===== src/rtl/softmax_pkg.sv =====
// Shared encodings, FSM states and lookup-table constants for the sequential softmax unit.
// Tables are generated at elaboration time with integer-only constant functions.
package softmax_pkg;

   localparam int EXP_TABLE_SIZE    = 64;
   localparam int RECIP_TABLE_SIZE  = 32;
   localparam int EXP_OFFSET_BITS   = 2;
   localparam int RECIP_OFFSET_BITS = 5;

   localparam logic [6:0] OP_CFG  = 7'd0;
   localparam logic [6:0] OP_LOAD = 7'd1;
   localparam logic [6:0] OP_RUN  = 7'd2;
   localparam logic [6:0] OP_READ = 7'd3;

   typedef enum logic [2:0] {
      ST_IDLE,
      ST_MAX,
      ST_EXP,
      ST_RECIP,
      ST_NORM,
      ST_DONE
   } state_e;

   typedef logic [EXP_TABLE_SIZE-1:0][31:0]   exp_table_t;
   typedef logic [RECIP_TABLE_SIZE-1:0][31:0] recip_table_t;

   // Entry k = round(exp(-k/4) * 2^31), clamped to 0x7FFFFFFF; exp(-1/4) is built
   // from its Taylor series in Q62 so that the running product keeps ample guard bits.
   function automatic exp_table_t build_exp_table();
      exp_table_t   tab;
      logic [127:0] term;
      logic [127:0] pos;
      logic [127:0] neg;
      logic [127:0] ratio;
      logic [127:0] acc;
      logic [127:0] rnd;
      pos  = 128'd1 << 62;
      neg  = '0;
      term = 128'd1 << 62;
      for (int n = 1; n <= 24; n++) begin
         term = term / 128'(4 * n);
         if (n % 2 == 1) neg = neg + term;
         else            pos = pos + term;
      end
      ratio = pos - neg;
      acc   = 128'd1 << 62;
      for (int k = 0; k < EXP_TABLE_SIZE; k++) begin
         rnd    = (acc + (128'd1 << 30)) >> 31;
         tab[k] = (rnd > 128'h7FFF_FFFF) ? 32'h7FFF_FFFF : rnd[31:0];
         acc    = (acc * ratio) >> 62;
      end
      return tab;
   endfunction

   // Entry i = round(2^36 / (33 + i)): reciprocal of the mantissa 1.idx, biased to the bucket top.
   function automatic recip_table_t build_recip_table();
      recip_table_t tab;
      logic [63:0]  den;
      for (int i = 0; i < RECIP_TABLE_SIZE; i++) begin
         den    = 64'(i) + 64'd33;
         tab[i] = 32'(((64'd1 << 36) + (den >> 1)) / den);
      end
      return tab;
   endfunction

   localparam exp_table_t   EXP_TABLE   = build_exp_table();
   localparam recip_table_t RECIP_TABLE = build_recip_table();

endpackage


===== src/rtl/softmax_lut.sv =====
// Dual lookup ROM (exp and reciprocal) with one cycle of registered read latency.
module softmax_lut
   import softmax_pkg::*;
(
   input  logic                         clk,
   input  logic [5:0]                   exp_idx,
   input  logic [RECIP_OFFSET_BITS-1:0] recip_idx,
   output logic [31:0]                  exp_val,
   output logic [31:0]                  recip_val
);

   logic [31:0] exp_val_q;
   logic [31:0] recip_val_q;

   always_ff @(posedge clk) begin
      exp_val_q   <= EXP_TABLE[exp_idx];
      recip_val_q <= RECIP_TABLE[recip_idx];
   end

   assign exp_val   = exp_val_q;
   assign recip_val = recip_val_q;

endmodule


===== src/rtl/softmax_seq.sv =====
// Sequential fixed-point softmax over up to DEPTH logits behind a cmd/rsp handshake.
// Pipeline: max scan, exp lookup + sum, reciprocal lookup, normalise in place.
module softmax_seq
   import softmax_pkg::*;
#(
   parameter int DEPTH = 16
)
(
   input  logic        clk,
   input  logic        reset,
   input  logic        cmd_valid,
   output logic        cmd_ready,
   input  logic [9:0]  cmd_payload_function_id,
   input  logic [31:0] cmd_payload_inputs_0,
   input  logic [31:0] cmd_payload_inputs_1,
   output logic        rsp_valid,
   input  logic        rsp_ready,
   output logic [31:0] rsp_payload_outputs_0
);

   localparam int            AW      = $clog2(DEPTH);
   localparam int            CW      = AW + 1;
   localparam logic [CW-1:0] DEPTH_C = CW'(DEPTH);

   state_e             state_q, state_d;
   logic               rsp_valid_q, rsp_valid_d;
   logic [31:0]        rsp_data_q, rsp_data_d;
   logic [CW-1:0]      count_q, count_d;
   logic [CW-1:0]      step_q, step_d;
   logic [4:0]         frac_q, frac_d;
   logic [35:0]        sum_q, sum_d;
   logic signed [31:0] max_q, max_d;
   logic [5:0]         p_q, p_d;
   logic [31:0]        r_q, r_d;
   logic [31:0]        e_rd_q, e_rd_d;

   logic signed [31:0] logit_mem [DEPTH];
   logic [31:0]        exp_mem   [DEPTH];
   logic               logit_we, exp_we;
   logic [AW-1:0]      logit_wa, exp_wa;
   logic [31:0]        logit_wd, exp_wd;

   logic [6:0]                   op;
   logic                         cmd_fire, rsp_fire;
   logic [AW-1:0]                step_idx, prev_idx;
   logic signed [31:0]           logit_cur;
   logic [31:0]                  diff, diff_shift;
   logic [5:0]                   exp_idx_calc;
   logic [5:0]                   p_calc;
   logic [RECIP_OFFSET_BITS-1:0] idx_calc;
   logic [63:0]                  product, scaled;
   logic [31:0]                  q_sat;
   logic [31:0]                  lut_exp_val, lut_recip_val;
   logic [2:0]                   unused_fid_bits;

   assign op              = cmd_payload_function_id[9:3];
   assign unused_fid_bits = cmd_payload_function_id[2:0];
   assign cmd_ready       = (state_q == ST_IDLE) && !rsp_valid_q;
   assign cmd_fire        = cmd_valid && cmd_ready;
   assign rsp_fire        = rsp_valid_q && rsp_ready;

   assign step_idx  = step_q[AW-1:0];
   assign prev_idx  = AW'(step_q - CW'(1));
   assign logit_cur = logit_mem[step_idx];

   // Distance from the maximum is non-negative, so it is treated as unsigned.
   assign diff         = 32'(max_q - logit_cur);
   assign diff_shift   = diff >> (frac_q - 5'(EXP_OFFSET_BITS));
   assign exp_idx_calc = (diff_shift > 32'd63) ? 6'd63 : diff_shift[5:0];

   // The sum always contains the max term (~2^31), so its top bit is at 30 or above.
   always_comb begin
      p_calc = 6'd30;
      for (int b = 31; b <= 35; b++) begin
         if (sum_q[b]) p_calc = 6'(b);
      end
      idx_calc = RECIP_OFFSET_BITS'(sum_q >> (p_calc - 6'(RECIP_OFFSET_BITS)));
   end

   assign product = 64'(e_rd_q) * 64'(r_q);
   assign scaled  = product >> p_q;
   assign q_sat   = (scaled > 64'h7FFF_FFFF) ? 32'h7FFF_FFFF : scaled[31:0];

   softmax_lut u_lut (
      .clk       (clk),
      .exp_idx   (exp_idx_calc),
      .recip_idx (idx_calc),
      .exp_val   (lut_exp_val),
      .recip_val (lut_recip_val)
   );

   always_comb begin
      state_d     = state_q;
      rsp_valid_d = rsp_valid_q;
      rsp_data_d  = rsp_data_q;
      count_d     = count_q;
      step_d      = step_q;
      frac_d      = frac_q;
      sum_d       = sum_q;
      max_d       = max_q;
      p_d         = p_q;
      r_d         = r_q;
      e_rd_d      = e_rd_q;
      logit_we    = 1'b0;
      logit_wa    = '0;
      logit_wd    = cmd_payload_inputs_1;
      exp_we      = 1'b0;
      exp_wa      = prev_idx;
      exp_wd      = lut_exp_val;

      case (state_q)
         ST_IDLE: begin
            if (rsp_fire) rsp_valid_d = 1'b0;
            if (cmd_fire) begin
               rsp_valid_d = 1'b1;
               rsp_data_d  = '0;
               case (op)
                  OP_CFG: begin
                     if (cmd_payload_inputs_0 < 32'd2)       frac_d = 5'd2;
                     else if (cmd_payload_inputs_0 > 32'd31) frac_d = 5'd31;
                     else                                    frac_d = cmd_payload_inputs_0[4:0];
                     count_d = '0;
                  end
                  OP_LOAD: begin
                     if (count_q == DEPTH_C) begin
                        rsp_data_d = 32'hFFFF_FFFF;
                     end else begin
                        logit_we   = 1'b1;
                        logit_wa   = count_q[AW-1:0];
                        count_d    = count_q + CW'(1);
                        rsp_data_d = 32'(count_q + CW'(1));
                     end
                  end
                  OP_RUN: begin
                     if (count_q != '0) begin
                        rsp_valid_d = 1'b0;
                        state_d     = ST_MAX;
                        step_d      = '0;
                        sum_d       = '0;
                     end
                  end
                  OP_READ: begin
                     if (cmd_payload_inputs_0 < 32'(count_q))
                        rsp_data_d = exp_mem[cmd_payload_inputs_0[AW-1:0]];
                  end
                  default: ;
               endcase
            end
         end

         ST_MAX: begin
            if (step_q == '0 || logit_cur > max_q) max_d = logit_cur;
            if (step_q == count_q - CW'(1)) begin
               step_d  = '0;
               state_d = ST_EXP;
            end else begin
               step_d = step_q + CW'(1);
            end
         end

         // Index issued in step i returns from the LUT in step i+1.
         ST_EXP: begin
            if (step_q != '0) begin
               exp_we = 1'b1;
               sum_d  = sum_q + 36'(lut_exp_val);
            end
            if (step_q == count_q) begin
               step_d  = '0;
               state_d = ST_RECIP;
            end else begin
               step_d = step_q + CW'(1);
            end
         end

         ST_RECIP: begin
            if (step_q == '0) begin
               p_d    = p_calc;
               step_d = CW'(1);
            end else begin
               r_d     = lut_recip_val;
               step_d  = '0;
               state_d = ST_NORM;
            end
         end

         // Read e_i in step i, write its normalised value back in step i+1.
         ST_NORM: begin
            if (step_q != count_q) e_rd_d = exp_mem[step_idx];
            if (step_q != '0) begin
               exp_we = 1'b1;
               exp_wd = q_sat;
            end
            if (step_q == count_q) begin
               step_d      = '0;
               state_d     = ST_DONE;
               rsp_valid_d = 1'b1;
               rsp_data_d  = 32'(count_q);
            end else begin
               step_d = step_q + CW'(1);
            end
         end

         ST_DONE: begin
            if (rsp_fire) begin
               rsp_valid_d = 1'b0;
               state_d     = ST_IDLE;
            end
         end

         default: state_d = ST_IDLE;
      endcase
   end

   always_ff @(posedge clk or negedge reset) begin
      if (!reset) begin
         state_q     <= ST_IDLE;
         rsp_valid_q <= 1'b0;
         rsp_data_q  <= '0;
         count_q     <= '0;
         step_q      <= '0;
         frac_q      <= 5'd26;
         sum_q       <= '0;
         max_q       <= '0;
         p_q         <= 6'd30;
         r_q         <= '0;
         e_rd_q      <= '0;
      end else begin
         state_q     <= state_d;
         rsp_valid_q <= rsp_valid_d;
         rsp_data_q  <= rsp_data_d;
         count_q     <= count_d;
         step_q      <= step_d;
         frac_q      <= frac_d;
         sum_q       <= sum_d;
         max_q       <= max_d;
         p_q         <= p_d;
         r_q         <= r_d;
         e_rd_q      <= e_rd_d;
      end
   end

   always_ff @(posedge clk) begin
      if (logit_we) logit_mem[logit_wa] <= logit_wd;
      if (exp_we)   exp_mem[exp_wa]     <= exp_wd;
   end

   assign rsp_valid             = rsp_valid_q;
   assign rsp_payload_outputs_0 = rsp_data_q;

endmodule


===== config.mk =====
export PLATFORM = sky130hd
export DESIGN_NAME = softmax_seq
export DESIGN_NICKNAME = d
export VERILOG_FILES = /design/src/rtl/softmax_pkg.sv /design/src/rtl/softmax_lut.sv /design/src/rtl/softmax_seq.sv
export SDC_FILE = /design/constraint.sdc
export NUM_CORES = 2
export LEC_CHECK = 0
export BUFFER_PORTS_ARGS = -buffer_cell sky130_fd_sc_hd__buf_2
export CAP_MARGIN = 20
export CORE_MARGIN = 10
export CORE_UTILIZATION = 25
export CTS_BUF_LIST = sky130_fd_sc_hd__clkbuf_2 sky130_fd_sc_hd__clkbuf_4 sky130_fd_sc_hd__clkbuf_8
export CTS_CLUSTER_SIZE = 30
export DETAILED_ROUTE_END_ITERATION = 8
export PLACE_DENSITY = 0.39
export SYNTH_ARGS = -nofsm -noshare
export SYNTH_HDL_FRONTEND = slang
export SYNTH_HIERARCHICAL = 1
export SYNTH_SLANG_ARGS = --single-unit

===== constraint.sdc =====
create_clock -name clk -period 8.14 [get_ports clk]
set_input_delay 0.814 -clock clk [delete_from_list [all_inputs] [get_ports clk]]
set_output_delay 0.814 -clock clk [all_outputs]
set_load 0.05 [all_outputs]

# Yosys cells after proc, flatten, opt, wreduce, memory -nomap -nowiden
# Memories as Yosys holds them, arrays and structs flattened. A register that Yosys moved wholly into a read port is not among the register bits.
# Cells that the tools add are included.
[classes]
addsub = 9
n_mul = 1
div_mod_pow = 0
n_lt_le_gt_ge = 6
n_eq_ne = 22
shifts = 3
muxes = 60
n_bitwise = 1
n_reduce_logical = 28
[ops]
columns = ["op", "n"]
rows = [
  ["$mux 32", 7],
  ["$mux 36", 4],
  ["$pmux 32 s2", 2],
  ["$pmux 36 s2", 1],
  ["$gt 64x31->1 const B", 1],
  ["$mul 32x32->64", 1],
  ["$shr 64x6->64", 1],
  ["$mux 5", 8],
  ["$add 36x32->36", 1],
  ["$shr 36x6->5", 1],
  ["$gt 32x32->1", 1],
  ["$gt 32x5->1 const B", 1],
  ["$gt 32x6->1 const B", 1],
  ["$lt 32x2->1 const B", 1],
  ["$lt 32x5->1", 1],
  ["$shr 32x5->32", 1],
  ["$sub 32x32->32", 1],
  ["$mux 6", 5],
  ["$mux 3", 8],
  ["$pmux 5 s4", 1],
  ["$pmux 3 s6", 1],
  ["$mux 1", 17],
  ["$mux 4", 4],
  ["$ne 2x2->1 const B", 8],
  ["other kinds (34)", 52],
]
[word_totals]
register_bits = 157
latchBits = 0
ram_bits = 1024
rom_bits = 3072
wordCells = 144
mem_count = 4
[memory_table]
columns = ["memory", "words", "width", "rd", "rd_clocked_by_memory_dff", "write_ports", "line", "text"]
rows = [
  ["(name not given)", 64, 32, 1, 1, 0, "softmax_lut.sv:16", "exp_val_q <= EXP_TABLE[exp_idx];"],
  ["(name not given)", 32, 32, 1, 1, 0, "softmax_lut.sv:17", "recip_val_q <= RECIP_TABLE[recip_idx];"],
  ["exp_mem", 16, 32, 2, 1, 1, "softmax_seq.sv:38", "logic [31:0] exp_mem [DEPTH];"],
  ["logit_mem", 16, 32, 1, 0, 1, "softmax_seq.sv:37", "logic signed [31:0] logit_mem [DEPTH];"],
]

# Logic depth before layout (Yosys ltp)
[depth]
ltp_word = 7
ltp_mapped = 33
mapped_depth_nobuf = 29

# Cells and area by module
# Netlist, hierarchy kept.
[modules_own_cells]
columns = ["module", "instances", "cells_each", "area_each_um2", "seq_area_each_um2"]
rows = [
  ["softmax_seq", 1, 7464, 93571.0, 35435.2],
  ["softmax_lut", 1, 634, 4674.5, 1221.2],
]

# Worst setup path before layout
# No wires, ideal clock.
[synth_timing]
path_kind = "flip-flop to flip-flop"
from = "reg r_q[5]"
to = "mem exp_mem[0][16] (data pin)"
setup_ns = 0.299
arrival_ns = 8.618
path_slack_ns = -0.777
stages_incl_launch_ff = 31
path_buffers = 3
cell_sequence = "dfrtp_1 > clkbuf_1 > and2_1 > fa_1 > inv_1 > fa_1 > fa_1 > inv_1 > fa_1 > inv_1 > fa_1 > fa_1 > fa_1 > fa_1 > inv_1 > ha_1 > buf_2 > nand2_1 > nor2_1 > a211oi_2 > o21ai_1 > a32o_1 > or2_2 > a311oi_1 > o221ai_1 > a221oi_1 > nor3b_1 > a31oi_1 > o21ai_1 > clkbuf_1 > a22oi_1"
[synth_via]
elab_chain_len = 6
[synth_rtl]
columns = ["element", "line", "text"]
rows = [
  ["start: declaration", "softmax_seq.sv:34", "logic [31:0] r_q, r_d;"],
  ["start signal: assignment", "softmax_seq.sv:237", "r_q <= r_d;"],
  ["$mul 32x32->64 *", "softmax_seq.sv:80", "assign product = 64'(e_rd_q) * 64'(r_q);"],
  ["$shr 64x6->64 *", "softmax_seq.sv:81", "assign scaled = product >> p_q;"],
  ["$gt 64x31->1", "softmax_seq.sv:82", "assign q_sat = (scaled > 64'h7FFF_FFFF) ? 32'h7FFF_FFFF : scaled[31:0];"],
  ["$mux 32 *", "softmax_seq.sv:82", ""],
  ["$mux 32 *", "softmax_seq.sv:189", "if (step_q != '0) begin"],
  ["$mux 32 *", "softmax_seq.sv:111", "case (state_q)"],
  ["named net exp_wd[16]", "softmax_seq.sv:41", "logic [31:0] logit_wd, exp_wd;"],
  ["end: declaration", "softmax_seq.sv:38", ""],
]
# Mark *: on every way through the listed nets, which the timed path passes. The rest lies on a longest branch.

# Worst setup path in the final report
[layout_timing]
from = "reg e_rd_q[12] (read register of exp_mem)"
to = "mem exp_mem[8][0] (data pin)"
[layout_via]
elab_chain_len = 6
[layout_rtl]
columns = ["element", "line", "text"]
rows = [
  ["start: declaration", "softmax_seq.sv:35", "logic [31:0] e_rd_q, e_rd_d;"],
  ["$mul 32x32->64 *", "softmax_seq.sv:80", ""],
  ["$shr 64x6->64 *", "softmax_seq.sv:81", ""],
  ["$gt 64x31->1", "softmax_seq.sv:82", ""],
  ["$mux 32 *", "softmax_seq.sv:82", ""],
  ["$mux 32 *", "softmax_seq.sv:189", ""],
  ["$mux 32 *", "softmax_seq.sv:111", ""],
  ["named net exp_wd[0]", "softmax_seq.sv:41", ""],
]
# Marks and branches as above.

==> results.tsv <==
metric	value	unit
core footprint	0.392	mm^2
post-synthesis mux area share	0.137	
slowest CP cell	fa_2	
relative slew slack	0.295	
Starting DRT DRC Count	4973	
max incr delay on CP	0.61	ns
Hold Startpoint	cmd_payload_inputs_1[30]	
routed wire length	346000	um
die height	647	um
Die Area	0.418	mm^2
FF-to-FF End	exp_mem[8][0]$_DFFE_PP_	
global-route wire length before repair	514000	um
Critical Path RT	8.85	ns
port bufs	108	
Initial Utilization	0.251	
simple-gate area share of the yosys netlist	0.115	
crit path time final	9.38	ns
final core utilization	0.305	
Seq/Total Area, Yosys	0.373	
crit path to	exp_mem[8][0]$_DFFE_PP_	
Inserted Clock Buffers	235	
Synth Area in Compound Gates	0.0784	
gr usage total	0.163	
Setup CP Type	flip-flop to flip-flop	
maxcap violations	0	
initial antenna violation count	34	
Post-synth EDFFs	1024	
TritonCTS clock tree	built	
drc violations	0	
CP dominant cell by count	fa_1	
final hold violation count	0	
syn avg cell area	12.1	um^2
fin. max-slew vios	0	
worst-margin pin slew	1.06	ns
final net count	10264	
Distinct cells, synth	106	
Reg2Reg Depth	28	
H-tree lvl count	4	
via count	68424	
via/cell ratio	4.77	
Peak Freq	107	MHz
die width	647	um
synthesized flop and latch total	1272	
number of fillers in the final layout	39817	
DRT Pass-1 Iters	8	
largest net degree at the start of global routing	95	
Post-synth ARST share	0.147	
share of layout cells above drive strength 1	0.276	
wire per inst	24.1	um
Yosys warnings	6	
hold path cells	1	
final-report setup violation count	496	
Post-Synth Adder-Cell Area	0.229	
clock root buffer	clkbuf_8	
dpl hpwl	249000	um
RSZ-0062 raised after global routing	yes	
Setup WS post-layout	-1.24	ns
Overflow after GRT	0	
Bufs on Longest Clock Path	4	
main combinational cell family by area after synthesis	adder cells	
Synth Cell Area	0.0982	mm^2
Reg2Reg Launch Point	e_rd_q[12]$_DFFE_PN0P_	
worst-path fanout max	8	
global placement routability congestion	0.852	
violated checks	setup timing	
final period utilization	1.15	
I/O Pins	112	
vias in the first global route	74233	
# rows	230	
final hold slack	0.137	ns
Worst setup SP type	flip-flop	
Gate Count Post-Synth	8098	
Clock Latency Late Sink	1.11	ns
antenna viol nets, final	0	
Seq. cell area	0.0367	mm^2
clock sink total	1272	
CP endpoint kind	flip-flop	
Worst Setup SP	e_rd_q[12]$_DFFE_PN0P_	
Worst EP arrival	10.09	ns
XOR/XNOR Fraction of Synth Area	0.0110	
status	complete, but fails checks	
area occupied by multi-input gates	0.0582	mm^2
placed instance count	13810	
R2R Setup Slk	-1.24	ns
Reg clk slew, reported paths	0.07	ns
Post-Layout Cell Count	14349	
area added between synthesis and finish	21.7	%
Fin Clk Skew	0.167	ns
Top FF cell, synth	edfxtp_1	
Hold WC Path Type	input port to flip-flop	
## flip-flops by register name, indices dropped and copies added (netlist names)
name and count:
p_q 4, count_q 5, frac_q 5, rsp_valid 1
max_q 32, logit_mem 512, exp_mem 512, u_lut/exp_val 31
r_q 32, sum_q 36, u_lut/recip_val 30, rsp_payload_outputs_0 32
state_q 3, step_q 5, e_rd_q 32
## placed cells by master (no fill, tap or decap), types with 78 or more instances in the layout
cell,instances
nand3_1,91
mux2_2,122
nor2_1,245
edfxtp_1,1024
buf_2,107
o21ai_0,214
nand2_1,572
buf_12,104
a21oi_1,233
clkbuf_8,259
dfrtp_1,163
inv_1,884
and2_1,801
ha_1,344
nor3_1,78
buf_4,849
mux4_2,507
fa_1,856
## worst min path at each step
| stage | to | slack (ns) |
|---|---|---|
| 2_1_floorplan | r_q[0]$_DFFE_PN0P_ | 0.44 |
| 3_3_place_gp | r_q[25]$_DFFE_PN0P_ | 0.46 |
| 3_5_place_dp | r_q[25]$_DFFE_PN0P_ | 0.46 |
| 4_1_cts | logit_mem[6][24]$_DFFE_PP_ | 0.02 |
| 5_1_grt | logit_mem[4][30]$_DFFE_PP_ | 0.09 |
| 6_report | logit_mem[6][30]$_DFFE_PP_ | 0.14 |
## metrics by stage
step / setup slack [ns] / setup TNS (ns) / cell area (um^2)
floorplan: -0.562 / -255.52 / 98500
global placement: -1.76 / -802.82 / 112000
detailed placement: -1.70 / -769.32 / 112000
CTS: -1.19 / -549.82 / 118000
global route: -1.44 / -673.20 / 120000
finish: -1.24 / -553.99 / 120000
## logic make-up after synthesis
kind of cell | after synthesis
AOI/OAI and AO/OA | 1152
xor gates and xnor gates | 122
adders and majority gates | 1263
buffers and inverters | 1435
DFF | 1272
muxes | 698
other | 2
and+or+nand+nor | 2154
## what timing repair did
item,4_1_cts,5_1_grt
gates cloned,2,10
endpoints found under the setup margin,496,518
hold buffers,16,0
buffers inserted,41,28
endpoints found under the hold margin,231,0
pin swaps,77,87
resized for setup,187,184
## area by class of cell
cell class,instances,area share
Antenna cell,7,0.000147
Clock buffer,321,0.0337
Clock inverter,115,0.00815
Inverter,902,0.0283
Multi-Input combinational cell,5394,0.487
Sequential cell,1272,0.307
Tap cell,5220,0.0546
Timing Repair Buffer,1118,0.0815
## metal layers
metal	GRT usage	up-vias	wire (um)
met4	0.0353	20	7580
met5	0	-	122
met1	0.223	36209	156000
li1	-	30229	-
met2	0.274	1540	167000
met3	0.0232	426	15400
## worst max-delay path, delay by kind of cell, from the launching register on
family          cells  cell delay (ns)
flops               1             0.47
compound gates      6             1.30
fa+ha+maj           9             4.37
buf+inv             6             0.91
simple gates        7             1.99
## cell usage after synthesis, drive strengths merged (25+ instances only)
| library cell | n | area [um^2] |
|---|---|---|
| a211o | 26 | 228 |
| a211oi | 69 | 528 |
| a21o | 76 | 571 |
| a21oi | 281 | 1430 |
| a22o | 36 | 315 |
| a22oi | 25 | 188 |
| a31oi | 43 | 269 |
| and2 | 813 | 5090 |
| and3 | 31 | 194 |
| buf | 122 | 581 |
| clkbuf | 411 | 1540 |
| dfrtp | 182 | 4550 |
| dfxtp | 61 | 1220 |
| edfxtp | 1024 | 30700 |
| fa | 898 | 18000 |
| ha | 365 | 4570 |
| inv | 898 | 3370 |
| mux2 | 126 | 1420 |
| mux2i | 65 | 651 |
| mux4 | 507 | 11400 |
| nand2 | 584 | 2190 |
| nand2b | 43 | 269 |
| nand3 | 98 | 495 |
| nand4 | 37 | 238 |
| nor2 | 284 | 1070 |
| nor2b | 37 | 231 |
| nor3 | 108 | 631 |
| nor4 | 26 | 163 |
| o211ai | 60 | 455 |
| o21a | 27 | 203 |
| o21ai | 247 | 1240 |
| or3 | 25 | 156 |
| xnor2 | 79 | 692 |
| xor2 | 43 | 384 |
Power is left out: the tool's default activity adds up to more than one toggle a clock period on the data nets, which glitch-free logic cannot reach.
